`config.mk`:
```
export PLATFORM = sky130hd
export DESIGN_NAME = gci_node_irq_req
export DESIGN_NICKNAME = d
export VERILOG_FILES = /design/src/rtl/gci_node_irq_pkg.sv /design/src/rtl/gci_sat_counter.sv /design/src/rtl/gci_node_irq_req.sv
export SDC_FILE = /design/constraint.sdc
export NUM_CORES = 1
export LEC_CHECK = 0
export ABC_AREA = 1
export CORE_ASPECT_RATIO = 1.5
export CORE_MARGIN = 1.5
export CORE_UTILIZATION = 41
export CTS_CLUSTER_DIAMETER = 60
export CTS_CLUSTER_SIZE = 25
export DETAILED_ROUTE_END_ITERATION = 8
export PLACE_DENSITY = 0.76
export SETUP_SLACK_MARGIN = 0.02
export SLEW_MARGIN = 20
export SYNTH_ARGS = -nofsm -noshare
export SYNTH_HDL_FRONTEND = slang
export SYNTH_SLANG_ARGS = --single-unit
```
`constraint.sdc`:
```
create_clock -name iCLOCK -period 1.5 [get_ports iCLOCK]
set_clock_uncertainty 0.05 [all_clocks]
set_input_delay 0.15 -clock iCLOCK [delete_from_list [all_inputs] [get_ports iCLOCK]]
set_output_delay 0.15 -clock iCLOCK [all_outputs]
set_load 0.01 [all_outputs]
```
`src/rtl/gci_node_irq_pkg.sv`:
```
// ============================================================================
// gci_node_irq_pkg - shared encodings and widths for the GCI node IRQ requester (rev 1.0)
// ============================================================================
`default_nettype none

package gci_node_irq_pkg;

  localparam int L_PRIO_W = 8;
  localparam int L_OVF_W  = 8;

  localparam logic [1:0] L_PARAM_NIRQ_STT_IDLE    = 2'd0;
  localparam logic [1:0] L_PARAM_NIRQ_STT_REQ     = 2'd1;
  localparam logic [1:0] L_PARAM_NIRQ_STT_SERVICE = 2'd2;

  typedef enum logic [1:0] {
    ST_IDLE    = L_PARAM_NIRQ_STT_IDLE,
    ST_REQ     = L_PARAM_NIRQ_STT_REQ,
    ST_SERVICE = L_PARAM_NIRQ_STT_SERVICE
  } nirq_state_e;

endpackage

`default_nettype wire

```
`src/rtl/gci_sat_counter.sv`:
```
// ============================================================================
// gci_sat_counter - saturating up-counter, synchronous clear has priority (rev 1.0)
// ============================================================================
`default_nettype none

module gci_sat_counter
  import gci_node_irq_pkg::*;
#(
  parameter int WIDTH = L_OVF_W
) (
  input  logic             clk,
  input  logic             rst_n,
  input  logic             inc,
  input  logic             clr,
  output logic [WIDTH-1:0] count
);

  always_ff @(posedge clk or negedge rst_n) begin
    if (!rst_n) begin
      count <= '0;
    end else if (clr) begin
      count <= '0;
    end else if (inc && (count != {WIDTH{1'b1}})) begin
      count <= count + 1'b1;
    end
  end

endmodule

`default_nettype wire

```
`src/rtl/gci_node_irq_req.sv`:
```
// ============================================================================
// gci_node_irq_req - node-side IRQ requester: pending latch, request FSM, cause snapshot (rev 1.0)
// ============================================================================
`default_nettype none

module gci_node_irq_req
  import gci_node_irq_pkg::*;
#(
  parameter int P_N_SRC = 4
) (
  input  logic                iCLOCK,
  input  logic                inRESET,
  input  logic [P_N_SRC-1:0]  iEVENT,
  input  logic                iCFG_REQ,
  input  logic [P_N_SRC-1:0]  iCFG_MASK,
  input  logic [L_PRIO_W-1:0] iCFG_PRIORITY,
  output logic [L_PRIO_W-1:0] oNODEINFO_PRIORITY,
  input  logic                iIRQ_BUSY,
  output logic                oIRQ,
  input  logic                iIRQ_ACK,
  output logic                oCAUSE_VALID,
  output logic [P_N_SRC-1:0]  oCAUSE,
  input  logic                iCAUSE_CLR,
  output logic [P_N_SRC-1:0]  oPENDING,
  output logic [L_OVF_W-1:0]  oOVF_COUNT
);

  nirq_state_e         state, state_nxt;
  logic [P_N_SRC-1:0]  mask;
  logic [P_N_SRC-1:0]  pending;
  logic [P_N_SRC-1:0]  cause;
  logic [L_PRIO_W-1:0] prio;
  logic                irq;
  logic                cause_valid;

  logic [P_N_SRC-1:0]  enabled;
  logic [P_N_SRC-1:0]  ackclr;
  logic [P_N_SRC-1:0]  lost;
  logic                req_ok;
  logic                ack_fire;
  logic                clr_fire;

  assign enabled  = pending & mask;
  assign req_ok   = |enabled;
  assign ack_fire = (state == ST_REQ) && iIRQ_ACK;
  assign clr_fire = (state == ST_SERVICE) && iCAUSE_CLR;
  assign ackclr   = ack_fire ? enabled : '0;
  // An event landing on a bit being acknowledged re-arms it rather than being lost.
  assign lost     = iEVENT & pending & ~ackclr;

  always_comb begin
    state_nxt = state;
    case (state)
      ST_IDLE: begin
        if (req_ok && !iIRQ_BUSY) state_nxt = ST_REQ;
      end
      ST_REQ: begin
        if (iIRQ_ACK)     state_nxt = ST_SERVICE;
        else if (!req_ok) state_nxt = ST_IDLE;
      end
      ST_SERVICE: begin
        if (iCAUSE_CLR) state_nxt = ST_IDLE;
      end
      default: state_nxt = ST_IDLE;
    endcase
  end

  always_ff @(posedge iCLOCK or negedge inRESET) begin
    if (!inRESET) begin
      state       <= ST_IDLE;
      irq         <= 1'b0;
      cause_valid <= 1'b0;
      pending     <= '0;
      cause       <= '0;
      mask        <= '0;
      prio        <= '0;
    end else begin
      state       <= state_nxt;
      irq         <= (state_nxt == ST_REQ);
      cause_valid <= (state_nxt == ST_SERVICE);
      pending     <= (pending & ~ackclr) | iEVENT;
      // Snapshot sees the mask of this cycle, so a same-cycle config write does not affect it.
      if (ack_fire) begin
        cause <= enabled;
      end else if (clr_fire) begin
        cause <= '0;
      end
      if (iCFG_REQ) begin
        mask <= iCFG_MASK;
        prio <= iCFG_PRIORITY;
      end
    end
  end

  gci_sat_counter #(
    .WIDTH (L_OVF_W)
  ) u_ovf_cnt (
    .clk   (iCLOCK),
    .rst_n (inRESET),
    .inc   (|lost),
    .clr   (iCFG_REQ),
    .count (oOVF_COUNT)
  );

  assign oIRQ               = irq;
  assign oCAUSE_VALID       = cause_valid;
  assign oCAUSE             = cause;
  assign oPENDING           = pending;
  assign oNODEINFO_PRIORITY = prio;

endmodule

`default_nettype wire

```
==> impl_summary.log, run 1 <==
INFO  metric worst_setup_hold_path_clk_slew = 0.06 ns
INFO  metric report.final.slew_viol_count = 0
INFO  metric crit_arrival = 1.60 ns
INFO  metric post-place-ws = -0.113 ns
INFO  metric clock.fmax = 0.675 GHz
INFO  metric placement_rows = 26
INFO  metric cp_max_fo = 8
INFO  metric globalRouteMet2Util = 29.5%
INFO  metric remaining_drc_errors = 0
INFO  metric initial_core_util = 43.5%
INFO  metric grt_overflow_total = 0
INFO  metric cp-end-kind = flop
INFO  metric drt_iter0_drc = 36
INFO  metric cts_max_path_buffers = 2
INFO  metric timing.slew.headroom = about three quarters
INFO  metric tritoncts = built
INFO  metric ctsRootBufferMaster = sky130_fd_sc_hd__clkbuf_8
INFO  metric cpPeakStageDelay = 0.36 ns
INFO  metric finalSetupViolations = 0
INFO  metric critical_path_required = approximately 1.6 ns
INFO  metric synth.yosys.seq_area_share = between 50 and 60%
INFO  metric drt-vias-per-instance = 4.78
INFO  metric finalHoldViolCount = 0
INFO  metric clock-sinks = 32
INFO  metric grt.total_usage = 18.0%
INFO  metric yosys_register_bits = 32
INFO  metric die_height = 77.1 µm
INFO  metric timing.final.ws_setup = 0.0186 ns
INFO  metric layout_worst_path_cycle_share = a little over nine tenths
INFO  metric htree_levels = 2
INFO  metric gp_congestion = 0.837
INFO  metric global_route.usage.met3 = 4.47%
INFO  metric timing.critical_path.from_type = flop
INFO  metric placeableCoreArea = 3450 µm²
INFO  metric tightestPinTransition = 0.398 ns
INFO  metric synthesis.area = around 1500 µm²
INFO  metric via_count = 1392
INFO  metric p_leak = between 1 and 1.5 nW
INFO  metric grt_first_pass_wirelength = 5440 µm
INFO  metric ir_worst_vdd = 1.04 mV
INFO  metric setup.reg_to_reg.worst_slack = 0.02 ns
INFO  metric mostFrequentLayoutCells = sky130_fd_sc_hd__nand2_1 (75), sky130_fd_sc_hd__clkdlybuf4s50_1 (44), sky130_fd_sc_hd__dfrtp_1 (28)
INFO  metric commonest_non_fill_non_tap_cell_in_the_layout = sky130_fd_sc_hd__nand2_1
INFO  metric areaGrowthSynthToFinish = 51.7%
INFO  metric via_count_of_the_first_global_routing_pass = 1223
INFO  metric drt_wl_total = 3340 µm
INFO  metric post_route_cells_drive_above_1_share = 17.3%
INFO  metric outcome = finished clean
INFO  metric total_area_of_multi_input_combinational_cells = 659 µm²
INFO  metric timing.hold.ws = 0.216 ns
INFO  metric fp.dieArea = 4040 µm²
INFO  metric final_net_count = between 200 and 300
INFO  metric antenna_cells_inserted = 0
INFO  metric synth_warnings = 0
INFO  metric final_period_minus_worst_setup_slack = 1.48 ns
INFO  metric io_buffers = 47
INFO  metric num_cts_buffers = 5
INFO  metric rsz_0062_raised_after_global_routing = yes
INFO  metric synth.net_count = 207
INFO  metric worst_r2r_startpoint = u_ovf_cnt.count[0]
INFO  metric synth.distinct_cells = 21
INFO  metric critical-path-top-cell-by-count = sky130_fd_sc_hd__nand2_1
INFO  metric reg2reg_depth = 9
INFO  metric grt_util_met1 = 21.7%
INFO  metric power.density_cell_area = roughly 1200 nW/µm²
INFO  metric hpwlAfterDp = 2400 µm
INFO  metric worstSetupPathType = flop to flop
INFO  metric crit_chain = ha_2 > nand2_1 > inv_2 > nand3_4 > nor2_4 > nand2_4 > buf_4 > nand4_1 > nand2_1
INFO  metric postSynthAreaPerCell = 8.15 µm²
INFO  metric ant_nets = 0
INFO  metric worst_r2r_endpoint = u_ovf_cnt.count[7]
INFO  metric netlist_instances = 184
INFO  metric die-width = 52.4 µm
INFO  metric category_of_cells_accounting_for_the_largest_share_of_critical_path_delay = simple AND/OR/NAND/NOR gates
INFO  metric cap_violations = 0
INFO  metric hold_buffer_count_at_cts = 0
INFO  metric post_drt_wl_per_cell = 11.5 µm
INFO  metric firstDrtPassIters = 4
INFO  metric worst-path-buf-inv = 2
INFO  metric register_area = 806 µm²
INFO  metric insertion_delay_to_the_later_sink_of_the_worst_skew_pair = 0.27 ns
INFO  metric worstHoldPathType = input pin to async pin
INFO  metric antenna_found_initial = 0
INFO  metric crit_path_top_delay_cell = sky130_fd_sc_hd__dfrtp_1
INFO  metric num_io_pins = 48
INFO  metric filler_cell_count = 277
INFO  metric most_utilized_layer_in_the_global_route_result = met2
INFO  metric grt_max_degree = 33
==> worst reg2reg max path, stage by stage (launching register included) <==
cell and delay (ns):
sky130_fd_sc_hd__dfrtp_1 0.36, sky130_fd_sc_hd__ha_2 0.19, sky130_fd_sc_hd__nand2_1 0.06, sky130_fd_sc_hd__inv_2 0.09, sky130_fd_sc_hd__nand3_4 0.08, sky130_fd_sc_hd__nor2_4 0.15
sky130_fd_sc_hd__nand2_4 0.10, sky130_fd_sc_hd__buf_4 0.14, sky130_fd_sc_hd__nand4_1 0.09, sky130_fd_sc_hd__nand2_1 0.06
==> power by group <==
part	internal [mW]	switching [mW]	leakage [nW]
clock	0.408	0.286	0.0503
sequential	1.02	0.0953	0.388
combinational	0.434	0.377	0.748
total	1.86	0.759	1.19
==> kinds of logic after synthesis <==
group / after synthesis / synth area share (%)
adder cells (fa/ha/maj): 1 / 0.834
AO/OA/AOI/OAI: 10 / 5.84
buffers and inverters: 25 / 6.34
XOR/XNOR: 2 / 1.17
AND/OR/NAND/NOR: 114 / 32.4
flip-flops: 32 / 53.4
==> what timing repair did <==
item | CTS | global route
endpoints found under the setup margin | 11 | 13
cloned | 0 | 0
gates resized for setup | 4 | 14
pin swaps | 0 | 6
buffers inserted | 1 | 3
==> sequential cells by signal, indices dropped and copies added (netlist names) <==
signal              count
mask                    4
oCAUSE                  4
oCAUSE_VALID            1
oIRQ                    1
oNODEINFO_PRIORITY      8
oPENDING                4
state                   2
u_ovf_cnt.count         8
==> stage by stage <==
step / instances / power, mW / cell area (µm²) / TNS, ns / utilization (%)
final: 291 / 2.62 / 2280 / 0 / 66.0
after global placement: 280 / 1.90 / 2090 / -0.669 / 60.6
after detailed placement: 280 / 1.92 / 2090 / -0.826 / 60.6
after floorplan: 184 / 1.48 / 1500 / 0 / -
after global routing: 291 / 2.78 / 2280 / -0.287 / 66.0
after CTS: 288 / 2.63 / 2200 / 0 / 63.8
==> synthesized netlist by cell type <==
master / n / area share [%]
sky130_fd_sc_hd__xnor2_1: 1 / 0.58
sky130_fd_sc_hd__o31ai_1: 2 / 1.0
sky130_fd_sc_hd__xor2_1: 1 / 0.58
sky130_fd_sc_hd__o21ai_4: 1 / 1.1
sky130_fd_sc_hd__nand4_1: 7 / 2.9
sky130_fd_sc_hd__clkinv_1: 1 / 0.25
sky130_fd_sc_hd__nand3_1: 17 / 5.7
sky130_fd_sc_hd__inv_1: 20 / 5.0
sky130_fd_sc_hd__inv_2: 1 / 0.25
sky130_fd_sc_hd__a41oi_1: 2 / 1.2
sky130_fd_sc_hd__nand2_1: 76 / 19
sky130_fd_sc_hd__a21o_1: 3 / 1.5
sky130_fd_sc_hd__nand2_2: 5 / 2.1
sky130_fd_sc_hd__buf_2: 1 / 0.33
sky130_fd_sc_hd__ha_1: 1 / 0.83
sky130_fd_sc_hd__clkbuf_1: 2 / 0.50
sky130_fd_sc_hd__nor2_4: 1 / 0.75
sky130_fd_sc_hd__nor2_1: 8 / 2.0
sky130_fd_sc_hd__dfrtp_1: 32 / 53
sky130_fd_sc_hd__o211ai_1: 1 / 0.50
sky130_fd_sc_hd__a21o_2: 1 / 0.58
==> worst max-delay path by stage <==
| stage | start | to | slack [ns] | depth (start not counted) |
|---|---|---|---|---|
| floorplan | u_ovf_cnt.count[0] | u_ovf_cnt.count[0] | 0.03 | 9 |
| global placement | iIRQ_ACK | u_ovf_cnt.count[6] | -0.11 | 10 |
| detailed placement | iIRQ_ACK | u_ovf_cnt.count[0] | -0.11 | 9 |
| CTS | u_ovf_cnt.count[0] | u_ovf_cnt.count[0] | 0.02 | 9 |
| global route | state[0] | u_ovf_cnt.count[7] | -0.05 | 8 |
| finish | u_ovf_cnt.count[0] | u_ovf_cnt.count[7] | 0.02 | 9 |
==> area by class of cell <==
class / instances / share of cell area [%]
Multi-Input combinational cell: 127 / 29.0
Sequential cell: 32 / 35.4
Tap cell: 42 / 2.31
Timing Repair Buffer: 61 / 25.5
Inverter: 22 / 3.63
Clock buffer: 7 / 4.23
==> per-layer routing <==
metal | wire length (µm) | vias to the layer above
met2 | 1790 | 42
li1 | - | 707
met4 | 74 | 0
met3 | 157 | 8
met1 | 1320 | 635
met5 | 0 | -
No activity file was read; power rests on OpenSTA's default activity.
==> inputs of run 2 (changes only) <==
- GPL_ROUTABILITY_DRIVEN: default -> 0
- TNS_END_PERCENT: default -> 10
==> run 2 against run 1 <==
Sequential cell count unchanged. Critical path depth unchanged. Sequential power about the same. Setup slack worse by 0.0024 ns. Fmax down 0.16%. Largest power group unchanged. Highest routed layer unchanged.
==> impl_summary.log, run 2 (synthesis gave the netlist of run 1 again) <==
INFO  metric setup-tns-final = 0 ns
INFO  metric timing.hold.ws = 0.220 ns
INFO  metric clock-sinks = 32
INFO  metric crit_arrival = approximately 1.7 ns
INFO  metric globalRouteMet2Util = 29.0%
INFO  metric placement_rows = 26
INFO  metric finalHoldViolCount = 0
INFO  metric grt_util_met1 = a little over a fifth
INFO  metric global_route.usage.met3 = 4.47%
INFO  metric drt_iter0_drc = 19
INFO  metric io_buffers = 47
INFO  metric finalSetupViolations = 0
INFO  metric filler_cell_count = 282
INFO  metric crit_path_top_delay_cell = sky130_fd_sc_hd__dfrtp_1
INFO  metric netSwitchingFraction = between 20% and 30%
INFO  metric total_area_of_multi_input_combinational_cells = about 660 µm²
INFO  metric cp_max_fo = 8
INFO  metric post_route_cells_drive_above_1_share = between 10% and 20%
INFO  metric internal-power = roughly 1.9 mW
INFO  metric tightestPinTransition = approximately 0.40 ns
INFO  metric layout_worst_path_cycle_share = 98.9%
INFO  metric final_period_minus_worst_setup_slack = 1.48 ns
INFO  metric pwr-share-seq = 42.6%
INFO  metric initial_core_util = 43.5%
INFO  metric cts_max_path_buffers = 2
INFO  metric critical-path-top-cell-by-count = sky130_fd_sc_hd__nand2_1
INFO  metric outcome = finished clean
INFO  metric post-place-ws = -0.113 ns
INFO  metric drt-vias-per-instance = 4.77
INFO  metric tritoncts = built
INFO  metric fp.dieArea = slightly above 4000 µm²
INFO  metric power.density_cell_area = 1160 nW/µm²
INFO  metric part_of_the_power_in_the_clock_network = 26.6%
INFO  metric via_count = 1378
INFO  metric commonest_non_fill_non_tap_cell_in_the_layout = sky130_fd_sc_hd__nand2_1
INFO  metric cpPeakStageDelay = 0.36 ns
INFO  metric firstDrtPassIters = 4
INFO  metric num_cts_buffers = 5
INFO  metric die_height = a little under 80 µm
INFO  metric p_leak = 1.20 nW
INFO  metric hpwlAfterDp = roughly 2400 µm
INFO  metric combinationalPowerShare = ~31%
INFO  metric worst-path-buf-inv = 1
INFO  metric antenna_found_initial = 0
INFO  metric worstHoldPathType = input pin to async pin
INFO  metric remaining_drc_errors = 0
INFO  metric grt_overflow_total = 0
INFO  metric timing.slew.headroom = 73.5%
INFO  metric placeableCoreArea = 3450 µm²
INFO  metric areaGrowthSynthToFinish = 50.7%
INFO  metric category_of_cells_accounting_for_the_largest_share_of_critical_path_delay = simple AND/OR/NAND/NOR gates
INFO  metric crit_chain = ha_2 > nand2_1 > inv_2 > nand3_4 > nor2_4 > nand2_4 > o21ai_4 > nand3_2 > nand2_1
INFO  metric ctsRootBufferMaster = sky130_fd_sc_hd__clkbuf_8
INFO  metric timing.critical_path.from_type = flop
INFO  metric rsz_0062_raised_after_global_routing = yes
INFO  metric timing.final.ws_setup = 0.0162 ns
INFO  metric grt.total_usage = 17.9%
INFO  metric die-width = 52.4 µm
INFO  metric antenna_cells_inserted = 0
INFO  metric ir_worst_vdd = 1.04 mV
INFO  metric ant_nets = 0
INFO  metric worstSetupPathType = flop to flop
INFO  metric register_area = a little over 800 µm²
INFO  metric cap_violations = 0
INFO  metric via_count_of_the_first_global_routing_pass = around 1200
INFO  metric insertion_delay_to_the_later_sink_of_the_worst_skew_pair = 0.28 ns
INFO  metric worst_setup_hold_path_clk_slew = about 0.060 ns
INFO  metric clock.fmax = roughly 0.67 GHz
INFO  metric most_utilized_layer_in_the_global_route_result = met2
INFO  metric power.total = 2.62 mW
INFO  metric power.switching = 0.758 mW
INFO  metric mostFrequentLayoutCells = sky130_fd_sc_hd__nand2_1 (75), sky130_fd_sc_hd__clkdlybuf4s50_1 (42), sky130_fd_sc_hd__dfrtp_1 (29)
INFO  metric drt_wl_total = 3270 µm
INFO  metric grt_first_pass_wirelength = approximately 5400 µm
INFO  metric final_net_count = 270
INFO  metric num_io_pins = 48
INFO  metric post_drt_wl_per_cell = 11.3 µm
INFO  metric report.final.slew_viol_count = 0
INFO  metric grt_max_degree = 33
INFO  metric htree_levels = 2
INFO  metric critical_path_required = around 1.7 ns
INFO  metric cp-end-kind = flop
run 2: final timing paths:
check	slack, ns	end	depth (start not counted)	start
hold reg to reg	0.42	oNODEINFO_PRIORITY[5]	2	oNODEINFO_PRIORITY[5]
min in group iCLOCK	0.36	oNODEINFO_PRIORITY[2]	3	iCFG_PRIORITY[2]
hold / removal	0.22	mask[1]	2	inRESET
setup / recovery	0.02	u_ovf_cnt.count[0]	9	u_ovf_cnt.count[0]
setup reg to reg	0.02	u_ovf_cnt.count[0]	9	u_ovf_cnt.count[0]
max in group asynchronous	0.87	u_ovf_cnt.count[5]	2	inRESET
run 2: power by group through the flow:
| stage | logic [mW] | clock network (mW) | registers (mW) |
|---|---|---|---|
| floorplan | 0.291 | 0 | 1.19 |
| detailed placement | 0.786 | 0 | 1.14 |
| finish | 0.808 | 0.695 | 1.11 |
| CTS | 0.788 | 0.723 | 1.12 |
| global placement | 0.773 | 0 | 1.13 |
| global route | 0.895 | 0.748 | 1.13 |
run 2: per-stage QoR:
step                      util, %  cells  cell area, µm²
after floorplan                 -    184            1500
after detailed placement     60.6    280            2090
after CTS                    63.5    287            2190
after global placement       60.6    280            2090
final                        65.6    289            2260
after global routing         65.6    289            2260
run 2: layout make-up:
cell class                 instances  area share (%)
multi-input combinational        127            29.2
timing repair buffer              59            25.0
sequential                        32            35.6
clock buffer                       7            4.26
inverter                          22            3.65
tap                               42            2.32
run 2: repair_timing:
action	in CTS	in global routing
gates resized for setup	5	14
setup endpoints to repair	11	13
hold buffers	0	0
setup buffers	0	2
pin swaps	0	3
run 2: metal layers:
metal | share of wire [%] | routed length [µm] | vias up
li1 | - | - | 704
met5 | 0 | 0 | -
met1 | 40 | 1310 | 627
met2 | 53 | 1740 | 42
met3 | 4.9 | 162 | 5
met4 | 1.8 | 60 | 0
